### config.mk
export PLATFORM = sky130hd
export DESIGN_NAME = uart_rx_byte_buffer_flat
export DESIGN_NICKNAME = d
export VERILOG_FILES = /design/src/rtl/uart_crc_pkg.sv /design/src/rtl/uart_rx_byte_buffer_if.sv /design/src/rtl/uart_byte_fifo.sv /design/src/rtl/uart_rx_byte_buffer.sv /design/src/flat_wrapper.sv
export SDC_FILE = /design/constraint.sdc
export NUM_CORES = 1
export LEC_CHECK = 0
export ABC_AREA = 1
export CAP_MARGIN = 20
export CORE_AREA = 2 2 140 142
export CTS_CLUSTER_SIZE = 30
export DETAILED_ROUTE_END_ITERATION = 6
export DIE_AREA = 0 0 142 144
export PLACE_DENSITY = 0.63
export REMOVE_ABC_BUFFERS = 1
export SKIP_CTS_REPAIR_TIMING = 1
export SYNTH_ARGS = -nofsm -noshare
export SYNTH_HDL_FRONTEND = slang
export SYNTH_SLANG_ARGS = --single-unit
### constraint.sdc
create_clock -name clk -period 3.39 [get_ports clk]
set_clock_uncertainty 0.15 [all_clocks]
set_input_delay 0.339 -clock clk [delete_from_list [all_inputs] [get_ports clk]]
set_output_delay 0.339 -clock clk [all_outputs]
set_load 0.005 [all_outputs]
### src/rtl/uart_crc_pkg.sv
// Shared definitions for the UART/CRC-8 receive path.
//   BYTE_W      : width of a received byte
//   CRC_LAT_DEF : default cycles from rx_ready_in to the CRC verdict
//   DEPTH_DEF   : default byte-buffer FIFO depth
//   rxbuf_state_t : byte-buffer FSM states
package uart_crc_pkg;

  localparam int unsigned BYTE_W      = 8;
  localparam int unsigned CRC_LAT_DEF = 2;
  localparam int unsigned DEPTH_DEF   = 16;

  typedef enum logic [1:0] {
    IDLE     = 2'd0,
    WAIT_CRC = 2'd1,
    DECIDE   = 2'd2
  } rxbuf_state_t;

endpackage

### src/rtl/uart_rx_byte_buffer_if.sv
// Byte-stream bundle between the receiver/CRC checker, the byte buffer
// and its consumer.
//   rx_data_in/rx_ready_in : received byte and its one-cycle strobe
//   crc_valid_in           : CRC verdict for the held byte
//   out_data/out_valid     : FIFO head (first-word-fall-through)
//   out_ready              : consumer accepts the head
// slave  : the byte buffer side
// master : the environment (receiver + consumer) side
interface uart_rx_byte_buffer_if;
  import uart_crc_pkg::*;

  logic [BYTE_W-1:0] rx_data_in;
  logic              rx_ready_in;
  logic              crc_valid_in;
  logic [BYTE_W-1:0] out_data;
  logic              out_valid;
  logic              out_ready;

  modport slave (
    input  rx_data_in, rx_ready_in, crc_valid_in, out_ready,
    output out_data, out_valid
  );

  modport master (
    output rx_data_in, rx_ready_in, crc_valid_in, out_ready,
    input  out_data, out_valid
  );

endinterface

### src/rtl/uart_byte_fifo.sv
// Byte FIFO with first-word-fall-through head.
//   clk, reset   : clock, synchronous active-high reset (empties the FIFO)
//   push_i       : write push_data_i (ignored when full unless popping)
//   pop_i        : remove head (ignored when empty)
//   head_o       : current head, forced to 0 while empty
//   level_o      : occupancy 0..DEPTH
//   empty_o/full_o : occupancy flags
module uart_byte_fifo
  import uart_crc_pkg::*;
#(
  parameter int unsigned DEPTH = DEPTH_DEF
) (
  input  logic                       clk,
  input  logic                       reset,
  input  logic                       push_i,
  input  logic [BYTE_W-1:0]          push_data_i,
  input  logic                       pop_i,
  output logic [BYTE_W-1:0]          head_o,
  output logic [$clog2(DEPTH):0]     level_o,
  output logic                       empty_o,
  output logic                       full_o
);

  localparam int unsigned PTR_W = $clog2(DEPTH);
  localparam int unsigned LVL_W = PTR_W + 1;

  logic [BYTE_W-1:0] mem_q [DEPTH];
  logic [PTR_W-1:0]  wr_ptr_q, wr_ptr_d;
  logic [PTR_W-1:0]  rd_ptr_q, rd_ptr_d;
  logic [LVL_W-1:0]  level_q, level_d;
  logic              do_push, do_pop;

  assign empty_o = (level_q == '0);
  assign full_o  = (level_q == LVL_W'(DEPTH));
  assign do_pop  = pop_i && !empty_o;
  // A pop in the same cycle frees the slot a push into a full FIFO needs.
  assign do_push = push_i && (!full_o || do_pop);

  always_comb begin
    wr_ptr_d = wr_ptr_q;
    rd_ptr_d = rd_ptr_q;
    level_d  = level_q;
    if (do_push) wr_ptr_d = wr_ptr_q + 1'b1;
    if (do_pop)  rd_ptr_d = rd_ptr_q + 1'b1;
    case ({do_push, do_pop})
      2'b10:   level_d = level_q + 1'b1;
      2'b01:   level_d = level_q - 1'b1;
      default: level_d = level_q;
    endcase
  end

  always_ff @(posedge clk) begin
    if (reset) begin
      wr_ptr_q <= '0;
      rd_ptr_q <= '0;
      level_q  <= '0;
    end else begin
      wr_ptr_q <= wr_ptr_d;
      rd_ptr_q <= rd_ptr_d;
      level_q  <= level_d;
    end
  end

  // Storage needs no reset: the head is masked while empty.
  always_ff @(posedge clk) begin
    if (do_push) mem_q[wr_ptr_q] <= push_data_i;
  end

  assign head_o  = empty_o ? '0 : mem_q[rd_ptr_q];
  assign level_o = level_q;

endmodule

### src/rtl/uart_rx_byte_buffer.sv
// Byte buffer behind the UART receiver and CRC-8 checker. Holds each byte
// until its CRC verdict arrives CRC_LAT cycles later, stores good bytes in a
// FIFO and counts CRC rejects and overrun/full drops.
//   clk, reset    : clock, synchronous active-high reset
//   bus (slave)   : rx byte/strobe, CRC verdict, FWFT output port
//   fifo_level    : FIFO occupancy
//   crc_err_count : saturating count of CRC-rejected bytes
//   drop_count    : saturating count of overrun and FIFO-full drops
//   clear_counts  : synchronous clear of both counters
module uart_rx_byte_buffer
  import uart_crc_pkg::*;
#(
  parameter int unsigned DEPTH   = DEPTH_DEF,
  parameter int unsigned CRC_LAT = CRC_LAT_DEF,
  parameter int unsigned CNT_W   = 16
) (
  input  logic                   clk,
  input  logic                   reset,
  uart_rx_byte_buffer_if.slave   bus,
  output logic [$clog2(DEPTH):0] fifo_level,
  output logic [CNT_W-1:0]       crc_err_count,
  output logic [CNT_W-1:0]       drop_count,
  input  logic                   clear_counts
);

  // WAIT_CRC lasts CRC_LAT-1 cycles: load CRC_LAT-2 and leave on zero.
  localparam int unsigned WAIT_LOAD = (CRC_LAT >= 2) ? CRC_LAT - 2 : 0;
  localparam int unsigned WAIT_W    = (WAIT_LOAD > 1) ? $clog2(WAIT_LOAD + 1) : 1;

  rxbuf_state_t      state_q, state_d;
  logic [BYTE_W-1:0] hold_q, hold_d;
  logic [WAIT_W-1:0] wait_q, wait_d;
  logic [CNT_W-1:0]  crc_err_q, crc_err_d;
  logic [CNT_W-1:0]  drop_q, drop_d;

  logic push, pop, full, empty, crc_err_inc, drop_inc;

  assign pop = bus.out_valid && bus.out_ready;

  always_comb begin
    state_d     = state_q;
    hold_d      = hold_q;
    wait_d      = wait_q;
    push        = 1'b0;
    crc_err_inc = 1'b0;
    drop_inc    = 1'b0;
    unique case (state_q)
      IDLE: ;
      WAIT_CRC: begin
        if (bus.rx_ready_in)   drop_inc = 1'b1;
        else if (wait_q == '0) state_d  = DECIDE;
        else                   wait_d   = wait_q - 1'b1;
      end
      DECIDE: begin
        if (!bus.crc_valid_in)  crc_err_inc = 1'b1;
        else if (!full || pop)  push        = 1'b1;
        else                    drop_inc    = 1'b1;
        state_d = IDLE;
      end
      default: state_d = IDLE;
    endcase
    // A new byte is latched in every state; in WAIT_CRC it overwrites the
    // pending one (counted above), in DECIDE it follows the resolved one.
    if (bus.rx_ready_in) begin
      hold_d = bus.rx_data_in;
      wait_d = WAIT_W'(WAIT_LOAD);
      if (CRC_LAT > 1) state_d = WAIT_CRC;
      else             state_d = DECIDE;
    end
  end

  always_comb begin
    crc_err_d = crc_err_q;
    drop_d    = drop_q;
    if (clear_counts) begin
      crc_err_d = '0;
      drop_d    = '0;
    end else begin
      if (crc_err_inc && crc_err_q != '1) crc_err_d = crc_err_q + 1'b1;
      if (drop_inc && drop_q != '1)       drop_d    = drop_q + 1'b1;
    end
  end

  always_ff @(posedge clk) begin
    if (reset) begin
      state_q   <= IDLE;
      hold_q    <= '0;
      wait_q    <= '0;
      crc_err_q <= '0;
      drop_q    <= '0;
    end else begin
      state_q   <= state_d;
      hold_q    <= hold_d;
      wait_q    <= wait_d;
      crc_err_q <= crc_err_d;
      drop_q    <= drop_d;
    end
  end

  uart_byte_fifo #(.DEPTH(DEPTH)) u_fifo (
    .clk         (clk),
    .reset       (reset),
    .push_i      (push),
    .push_data_i (hold_q),
    .pop_i       (pop),
    .head_o      (bus.out_data),
    .level_o     (fifo_level),
    .empty_o     (empty),
    .full_o      (full)
  );

  assign bus.out_valid = !empty;
  assign crc_err_count = crc_err_q;
  assign drop_count    = drop_q;

endmodule

### src/flat_wrapper.sv
// flat-port wrapper written by rule: the top's interface ports become plain ports
module uart_rx_byte_buffer_flat import uart_crc_pkg::*;
#(
  parameter int unsigned DEPTH   = DEPTH_DEF,
  parameter int unsigned CRC_LAT = CRC_LAT_DEF,
  parameter int unsigned CNT_W   = 16
)
  (clk, reset, fifo_level, crc_err_count, drop_count, clear_counts, bus_rx_data_in, bus_rx_ready_in, bus_crc_valid_in, bus_out_ready, bus_out_data, bus_out_valid);
  uart_rx_byte_buffer_if bus_i ();
  input  logic clk;
  input  logic reset;
  output logic [$clog2(DEPTH):0] fifo_level;
  output logic [CNT_W-1:0] crc_err_count;
  output logic [CNT_W-1:0] drop_count;
  input  logic clear_counts;
  input wire logic [$bits(bus_i.rx_data_in)-1:0] bus_rx_data_in;
  input wire logic [$bits(bus_i.rx_ready_in)-1:0] bus_rx_ready_in;
  input wire logic [$bits(bus_i.crc_valid_in)-1:0] bus_crc_valid_in;
  input wire logic [$bits(bus_i.out_ready)-1:0] bus_out_ready;
  output wire logic [$bits(bus_i.out_data)-1:0] bus_out_data;
  output wire logic [$bits(bus_i.out_valid)-1:0] bus_out_valid;
  assign bus_i.rx_data_in = bus_rx_data_in;
  assign bus_i.rx_ready_in = bus_rx_ready_in;
  assign bus_i.crc_valid_in = bus_crc_valid_in;
  assign bus_i.out_ready = bus_out_ready;
  assign bus_out_data = bus_i.out_data;
  assign bus_out_valid = bus_i.out_valid;
  uart_rx_byte_buffer #(.DEPTH(DEPTH), .CRC_LAT(CRC_LAT), .CNT_W(CNT_W)) u_core (.clk(clk), .reset(reset), .bus(bus_i), .fifo_level(fifo_level), .crc_err_count(crc_err_count), .drop_count(drop_count), .clear_counts(clear_counts));
endmodule
; ---- After elaboration in Yosys (flattened, before gate mapping)
; Memories as Yosys holds them, arrays and structs flattened. A register that Yosys moved wholly into a read port is not among the register bits.
; Cells that the tools add are included.
[totals]
memories = 1
in_bits = 14
mem_bits_rw = 128
word_cells = 63
regBits = 56
[mem_list]
columns = name, words, word_bits, read_ports, rd_ports_with_merged_regs, wr, line
row1 = u_core.u_fifo.mem_q, 16, 8, 1, 1, 1, uart_byte_fifo.sv:27  ; logic [BYTE_W-1:0] mem_q [DEPTH];
[op_classes]
n_mux = 19
n_bitwise = 1
reduce_logical = 16
n_eq_ne = 10
addsub = 7
[op_table]
columns = cell, count
row1 = "16-bit by 1-bit adder with 16-bit output, second input constant", 2
row2 = "16-bit inequality test, second input constant", 2
row3 = 1-bit two-way mux, 12
row4 = 5-bit case mux with 2 select lines, 1
row5 = "4-bit by 1-bit adder with 4-bit output, second input constant", 2
row6 = 4-bit two-way mux, 2
row7 = 8-bit two-way mux, 1
row8 = "5-bit by 1-bit adder with 5-bit output, second input constant", 1
row9 = "5-bit equality test, second input constant", 1
row10 = 1-bit logical AND, 5
row11 = 5-bit logical NOT, 1
row12 = "5-bit by 1-bit subtractor with 5-bit output, second input constant", 1
row13 = "2-bit by 1-bit equality test with 1-bit output, second input constant", 2
row14 = "2-bit equality test, second input constant", 2
row15 = "2-bit inequality test, second input constant", 2
row16 = 2-bit case mux with 2 select lines, 1
row17 = 2-bit AND reduction, 2
row18 = 2-bit OR reduction, 2
row19 = "3-bit inequality test, second input constant", 1
row20 = 1-bit logical NOT, 2
row21 = 2-bit logical NOT, 1
row22 = 1-bit logical OR, 2
row23 = 2-bit two-way mux, 1
row24 = 1-bit case mux with 2 select lines, 1
row25 = 3 further kinds, 3

; ---- Longest topological paths before layout
; Gate-level depths: netlist of run 1.
[logic_depth]
word_depth = 10
ltp_mapped = 16

; ---- Modules after synthesis
; Synthesis of run 1 repeated with hierarchy kept, for this count alone.
[hier_totals]
hier_cells = 917
area_unflattened_um2 = 8536.9
[by_module_without_submodules]
columns = mod, seq_area_each_um2, instances, area_each_um2, cells_per_inst
row1 = uart_byte_fifo, 4184.0, 1, 6138.4, 556
row2 = uart_rx_byte_buffer, 840.8, 1, 2398.6, 361

; ---- Worst setup path before layout of run 1
; No wires, ideal clock.
[synth_timing]
path_type = flip-flop to flip-flop
from = reg u_core.u_fifo.level_q[0] (netlist: u_core.u_fifo.level_o[0])
to = reg u_core.u_fifo.level_q[2] (netlist: u_core.u_fifo.level_o[2])
setup_ns = 0.115
required_ns = 3.125
path_stages_with_launch = 13
synth_period_minus_slack_ns = 2.174
n_path_buf = 0
arrival_time_ns = 1.908
slack_ns = 1.216
cell_sequence = dfxtp_1 > nor2_2 > nand3_2 > nand2_1 > inv_2 > ha_1 > xor2_1 > ha_1 > inv_1 > nand2_1 > xor2_1 > o21ai_0 > inv_1
[synth_via]
elab_chain_len = 10
[synth_rtl]
columns = element, line
row1 = "start, declared", uart_byte_fifo.sv:30  ; logic [LVL_W-1:0] level_q, level_d;
row2 = "start signal, assigned", uart_byte_fifo.sv:60  ; level_q <= level_d;
row3 = 5-bit logical NOT *, uart_byte_fifo.sv:33  ; assign empty_o = (level_q == '0);
row4 = 1-bit logical NOT *, uart_rx_byte_buffer.sv:112  ; assign bus.out_valid = !empty;
row5 = via bus_out_valid, flat_wrapper.sv:21  ; output wire logic [$bits(bus_i.out_valid)-1:0] bus_out_valid;
row6 = 1-bit logical AND, uart_rx_byte_buffer.sv:38  ; assign pop = bus.out_valid && bus.out_ready;
row7 = 1-bit logical OR, uart_rx_byte_buffer.sv:56  ; else if (!full || pop) push = 1'b1;
row8 = 1-bit two-way mux, uart_rx_byte_buffer.sv:56
row9 = 1-bit two-way mux, uart_rx_byte_buffer.sv:55  ; if (!bus.crc_valid_in) crc_err_inc = 1'b1;
row10 = 1-bit two-way mux, uart_rx_byte_buffer.sv:47  ; unique case (state_q)
row11 = 1-bit logical AND, uart_byte_fifo.sv:37  ; assign do_push = push_i && (!full_o || do_pop);
row12 = 2-bit by 1-bit equality test with 1-bit output or 2-bit equality test (tied branches), uart_byte_fifo.sv:45  ; case ({do_push, do_pop})
row13 = 5-bit case mux with 2 select lines or 2-bit nonzero test (tied branches), --
; Mark *: on every way through the listed nets, which the timed path passes. The rest lies on a longest branch.
; A chain may end at the register's enable or synchronous reset.

==> results of run 1 <==
-- worst max-delay path by stage --
stage | cells after the start | endpoint | from | slack (ns)
2_1_floorplan | 6 | bus_out_data[2] | register | 0.34
3_3_place_gp | 7 | u_core.u_fifo.mem_q[14][5] | bus_crc_valid_in | 0.63
3_5_place_dp | 7 | u_core.u_fifo.mem_q[14][2] | bus_crc_valid_in | 0.56
4_1_cts | 7 | bus_out_data[1] | register | 0.24
5_1_grt | 7 | bus_out_data[3] | register | 0.08
6_report | 7 | bus_out_data[1] | register | 0.21
-- tightest hold or removal path, cell delays in order, from the launching register on --
cell	delay, ns
dfxtp_1	0.33
nand2_1	0.06
a21oi_1	0.05
-- where the power goes --
part           switching [mW]  leakage, nW  internal (mW)
logic                   0.934         1.54          0.591
clock network           0.917        0.281           1.04
registers               0.118         1.65           2.50
total                    1.97         3.47           4.13
-- state kept, by name, indices dropped and copies added (netlist names), named ones only --
signal                  cells
u_core.u_fifo.mem_q       128
u_core.crc_err_count       16
u_core.drop_count          16
u_core.hold_q               8
u_core.u_fifo.level_o       5
u_core.u_fifo.rd_ptr_q      4
u_core.u_fifo.wr_ptr_q      4
u_core.state_q              2
-- cell families (layout without fill, tap and decap cells) --
family | count (synthesis) | count (layout) | share of synthesized area (%)
AND/OR/NAND/NOR | 483 | 483 | 25.0
flip-flops | 187 | 187 | 60.3
AO/OA/AOI/OAI | 85 | 85 | 5.71
buffers and inverters | 77 | 150 | 3.96
XOR/XNOR | 28 | 28 | 2.94
adder cells (fa/ha/maj) | 14 | 14 | 2.10
-- routing by layer --
metal | part of all wire, % | wire length [um]
met5 | 0 | 0
met4 | 1.8 | 358
met3 | 6.8 | 1340
met2 | 47 | 9220
met1 | 45 | 8880
-- cell usage after synthesis (4+ instances only) --
master	number	area [um^2]
o21a_1	8	60.1
a21oi_2	6	52.6
buf_2	12	60.1
nor2_1	68	255
o21ai_0	16	80.1
nand2_1	266	998
xor2_1	13	114
nand3_1	119	596
dfxtp_1	59	1180
nand4_1	8	50.1
nor2_2	4	25.0
inv_1	39	146
a21oi_1	52	260
edfxtp_1	128	3840
nand3_2	4	40.0
xnor2_1	15	131
ha_1	14	175
clkbuf_1	18	67.6
-- final cells by class --
cell class,instances,area (um^2)
repair buffers,75,711
fillers,1764,9330
inverters,43,161
clock buffers,17,425
well taps,238,298
clock inverters,15,154
flip-flops and latches,187,5030
multi-input cells,610,2980
-- cells in the final DEF, fill, tap and decap left out, types with 3 or more instances in the layout --
master           Yosys  routed
a21oi_1             52      52
a21oi_2              6       6
and2_1               3       3
buf_4                0      16
clkbuf_16            0      17
clkdlybuf4s50_1      0      59
dfxtp_1             59      58
edfxtp_1           128     128
ha_1                14      14
inv_1               39      39
inv_2                3       3
inv_6                0       6
inv_8                0       3
nand2_1            266     266
nand3_1            119     119
nand3_2              4       4
nand4_1              8       8
nor2_1              68      68
nor2_2               4       4
nor3_1               3       3
o21a_1               8       8
o21ai_0             16      16
xnor2_1             15      15
xor2_1              13      13
==> results, run 1 <==
- The critical-path maximum fanout is 31.
- Power spread over the standard cell area amounts to 625 nW/um^2.
- The signal on the critical path passes through buf_4 -> nand2_1 -> nand3_1 -> nand3_1 -> a21oi_1 -> o21a_1 -> clkdlybuf4s50_1.
- The via count of the first global-routing pass came to 5815.
- Global routing finished with a remaining overflow of 0.
- The area growth from synthesis to layout is 17.0%.
- The netlist uses 35 different library cells.
- The initial antenna violation count is 0.
- The worst register-to-register path ends at u_core.u_fifo.level_o[4].
- The critical path required time is 2.90 ns.
- The TritonCTS clock tree is built.
- By instance count, the cell type seen most on the critical path is nand3_1.
- The number of routed nets with antenna violations is 0.
- The sum of negative setup slack is 0 ns.
- The data arrival time of the worst path is 2.69 ns.
- The count of nets after finishing is 962.
- Pin placement for this block handled 60 I/O pins.
- The global-route track usage on met1 is 26.6%.
- The count of flip-flops with a built-in enable after synthesis is 128.
- Among all stages on the critical path, the largest delay is contributed by dfxtp_2.
- Timing analysis after detailed placement gives a worst setup slack of 0.565 ns.
- The most utilized layer in the global route result is met2.
- The share of async-settable or async-resettable flops after synthesis is 0%.
- In the global route stage, met3 resource usage came out at 5.50%.
- The highest clock frequency the design can meet is 314 MHz.
- The wire length of the first global-routing pass is 31.4 mm.
- The final cell count without fillers is 1185.
- In this run the tool buffered the top-level ports with 59 buffer cells.
- Once placement completed, the tool counted placed cells totaling 1153.
- No sink is reached through more buffers than the 2 on the longest clock path.
- The routability congestion estimate is 0.810.
- The number of hold violations in the final report is 0.
- The die is 144 um tall.
- Setup violations remaining at the end of the flow were counted as 0.
- Setup repair after global routing left no endpoint under its margin.
- The worst-case register-to-register setup slack is 0.82 ns.
- The post-synthesis instance area is 8330 um^2.
- After routing the design area is 9750 um^2.
- The all-layer global routing usage is 20.1%.
- The worst-case headroom to the max-slew limit is 29.2%.
- The number of buffers created by CTS is 17.
- The sum of buffers and inverters on the critical path is 2.
- The CTS clock-pin slew for the worst setup and hold paths is 0.07 ns.
- The worst hold path was traced through 2 stages.
- The count of final max-slew check failures came to 0.
- The flow ran to the end, and the final reports show no timing, DRC or antenna violations.
- The fraction of met2 tracks used by global routing is 32.0%.
- The routed design could run at a clock period as short as 3.18 ns.
- The number of antenna cells inserted is 0.
- The register bit count reported by yosys is 187.
- The type of element capturing the critical path is an output pin.
- The worst slack on hold paths is 0.337 ns.
- The average wire per standard cell is 16.7 um.
- The floorplan has 51 rows.
- The number of cells on the worst reg-to-reg path is 15.
- The core region is 19100 um^2.
- In this run the horizontal extent of the chip is 142 um.
- In this run the most critical hold path is launched from u_core.state_q[0].
- The endpoint of the worst hold-timing path is u_core.state_q[0].
- The post-route clock period utilization is 93.8%.
- The post-synthesis cell count is 874.
- The worst path meets setup with 0.209 ns of slack.
- The final standard cell utilization of the core is 51.1%.
- For this run, design rule violations remaining after detail routing come to 0.
- The post-route netlist has 7.60% of its cells at a drive strength greater than 1.
- Detailed routing inserted a total of 6282 vias.
- The worst register-to-register path begins at u_core.u_fifo.level_o[2].
- The clock insertion delay at the later pin of the skew report is 0.44 ns.
- The nature of the critical path startpoint is a register.
- The category of cells accounting for the largest share of critical-path delay is buffers and inverters.
- The analysis attributes to cell leakage a power of 3.47 nW.
- The worst-margin pin slew is 1.06 ns.
- Dividing the synthesized area by the synthesized cell count gives 9.53 um^2.
- Of the synthesized area, sequential elements account for 60.3%.
- Entering global routing, the biggest net connects 40 pins.
- After the first detailed-routing iteration, the DRC count stood at 528.
- In this run the worst hold path is classified as register to register.
- The detailed-routing iteration count for the pre-antenna-repair pass is 5.
- The initial utilization of the core area, before any placement, comes to 43.7%.
- The delay of the slowest cell on the worst path is 0.58 ns.
- The routed via count divided by cell count is 5.30.
- The sum of routed wire length over all layers is 19.8 mm.
- The half-perimeter wire length after detailed placement is 12.9 mm.
- By startpoint and endpoint, the worst setup path is classified as register to output pin.
- The number of sinks driven by the clock tree is 187.
- In the synthesized netlist the dominant register cell turns out to be edfxtp_1.
- The Yosys step of the flow raised 0 warnings.
- The peak supply drop is 0.366 mV.
- The tree is rooted in a clkbuf_16.
- Max-cap violations in this run came to 0.
- The level count of the clock H-tree is 4.
- The instance area after placement is 9170 um^2.
- The overall die area is 20400 um^2.
- The design draws 6.10 mW.
Power figures use the tool's default switching activity.
==> run 2, diff against run 1 <==
CORE_AREA = 2 2 148 150   (was 2 2 140 142)
DIE_AREA = 0 0 150 152   (was 0 0 142 144)
PLACE_DENSITY = 0.57   (was 0.63)
==> results, run 2 (synthesis gave the netlist of run 1 again) <==
- The clock root buffer is clkbuf_16.
- The clock insertion delay at the later pin of the skew report came to 0.43 ns (about the same).
- The worst setup path is captured at an output pin.
- The routability congestion estimate is 0.834 (+3.0%).
- The remaining routing DRC violations is 0 (unchanged).
- The width of the chip is 150 um (+5.6%).
- The worst hold path belongs to the class register to register.
- The number of sinks driven by the clock tree is 187 (unchanged).
- The cell row count is 54 (+5.9%).
- The number of buffers created by CTS is 17 (unchanged).
- The worst setup path is launched from a register.
- The wire length of the first global-routing pass is 31.7 mm (+0.97%).
- The post-route clock period utilization is 90.4% (-3.4 points).
- The leakage power is 3.56 nW (+2.4%).
- The average wire per standard cell is 16.1 um (-3.5%).
- The flip-flop count of the largest register after layout is 128 (unchanged).
- The number of buffers inserted by port buffering came to 59 (unchanged).
- The post-layout total power is 6.19 mW (+1.5%).
- The sum of routed wire length over all layers is 19.9 mm (+0.70%).
- The met1 wire length is 8.97 mm (+1.0%).
- The maximum number of pins on one net before global-route repair was 47 (+18%).
- The via count of the first global-routing pass is 5885 (+1.2%).
- The count of nets after finishing is 971 (+0.94%).
- The worst-case headroom to the max-slew limit was 50.4% (+21 points).
- The power per cell area was 622 nW/um^2 (-0.56%).
- The level count of the clock H-tree is 4 (unchanged).
- The time the worst path needs with I/O delays and setup is 3.06 ns (-0.116 ns).
- The highest clock frequency the design can meet is 326 MHz (+3.8%).
- The final standard cell utilization of the core is 46.6% (-4.5 points).
- The area growth from synthesis to layout is 19.4%.
- The worst setup slack after placement was 0.673 ns (+0.109 ns).
- The sum of negative setup slack is 0 ns (unchanged).
- The effective utilization at floorplan is 39.0% (-4.6 points).
- The overall via count from detail_route was 6097 (-2.9%).
- More flip-flops sit in one register than any other, and that register is u_core.u_fifo.mem_q.
- The critical path required time was 2.90 ns (about the same).
- The aggregate global routing overflow is 0 (unchanged).
- The peak supply drop was 0.349 mV (-4.6%).
- The half-perimeter wire length after detailed placement is 13.1 mm (+1.5%).
- The placeable core area is 21400 um^2 (+12%).
- The worst-margin pin slew is 0.743 ns (-0.318 ns).
- The critical path in this run is classified as register to output pin.
- The overall die area is 22800 um^2 (+12%).
- Leaving out fill and tap cells, the most frequent cells in the layout are nand2_1 (266), edfxtp_1 (128), nand3_1 (119).
- Setup repair after global routing left no endpoint under its margin.
- The sum of met3 wire segment lengths after detailed routing was 658 um (-51%).
- The critical-path maximum fanout came to 46 (+48%).
- The most common library cell in the layout ignoring fill and taps is nand2_1.
- The detailed-routing iteration count for the pre-antenna-repair pass is 4 (-1).
- The total setup violations reported at the end of the flow is 0 (unchanged).
- The routed via count divided by cell count is 4.93 (-6.9%).
- The TritonCTS clock tree is built.
- The number of buffers on the longest clock path is 2 (unchanged).
- The height of the die is 152 um (+5.6%).
- The met2 wirelength from detailed routing came to 9.90 mm (+7.3%).
- The number of routed nets with antenna violations is 0 (unchanged).
- The initial antenna violation count is 0 (unchanged).
- The flow ran to the end, and the final reports show no timing, DRC or antenna violations.
- The initial detailed-routing violation count was 365 (-31%).
- The all-layer global routing usage is 18.1% (-2.0 points).
- The fraction of final layout cells with drive strength greater than 1 came to 8.47% (+0.87 points).
- After detailed routing, no signal wire sits above met4.
- The least setup slack across all paths after layout was 0.325 ns (+0.116 ns).
- The number of top-level pins is 60 (unchanged).
- The number of antenna cells inserted came to 0 (unchanged).
- The data arrival time of the worst path was 2.58 ns (-0.11 ns).
- The number of max-capacitance violations reported is 0 (unchanged).
- The CTS clock-pin slew for the worst setup and hold paths is 0.08 ns (about the same).
- The count of final max-slew check failures is 0 (unchanged).
- The number of hold violations in the final report is 0 (unchanged).
==> run 2: cell count changes in the layout (fill, tap and decap cells not counted), sizes merged <==
cell      previous run  this run
buf                 16        25
clkinv               4         9
clkinvlp             2         0
inv                 51        49
bufinv               1         0
==> run 2: power breakdown <==
group	total, mW	leakage (nW)	switching (mW)	internal [mW]
sequential	2.62	1.65	0.122	2.50
combinational	1.57	1.61	0.931	0.642
clock	2.00	0.298	0.989	1.01
==> run 2: through the flow <==
step	hold slack, ns	instances	instance area, um^2
4_1_cts	0.329	1235	9930
6_report	0.334	1236	9950
5_1_grt	0.340	1236	9950
3_5_place_dp	0.323	1203	9310
2_1_floorplan	0.258	840	8160
3_3_place_gp	0.318	1203	9310
==> run 2: per-layer routing <==
metal  GRT usage, %  up-vias
li1               -     3086
met1           23.5     2868
met2           30.4      117
met3           3.54       26
met4           5.71        0
met5              0        -
==> run 2: path summary, 6_finish.rpt <==
check / start / endpoint / slack, ns / cells past startpoint
setup / recovery: register / bus_out_data[6] / 0.33 / 7
hold / removal: u_core.state_q[0] / u_core.state_q[0] / 0.33 / 2
setup reg to reg: u_core.u_fifo.level_o[0] / u_core.u_fifo.level_o[4] / 0.80 / 14
hold reg to reg: u_core.state_q[0] / u_core.state_q[0] / 0.33 / 2
==> run 2: critical path, stage by stage (launching register included) <==
cell and delay (ns):
dfxtp_2 0.63, buf_12 0.29, nand2_1 0.08, nand3_1 0.11, nand3_1 0.07, a21oi_1 0.30, o21a_1 0.16, clkdlybuf4s50_1 0.49
==> run 2: final cells by class <==
type	instances	area, um^2
repair buffers	84	823
clock inverters	15	189
clock buffers	17	425
well taps	280	350
fillers	2052	11400
flip-flops and latches	187	5030
multi-input cells	610	2980
inverters	43	161
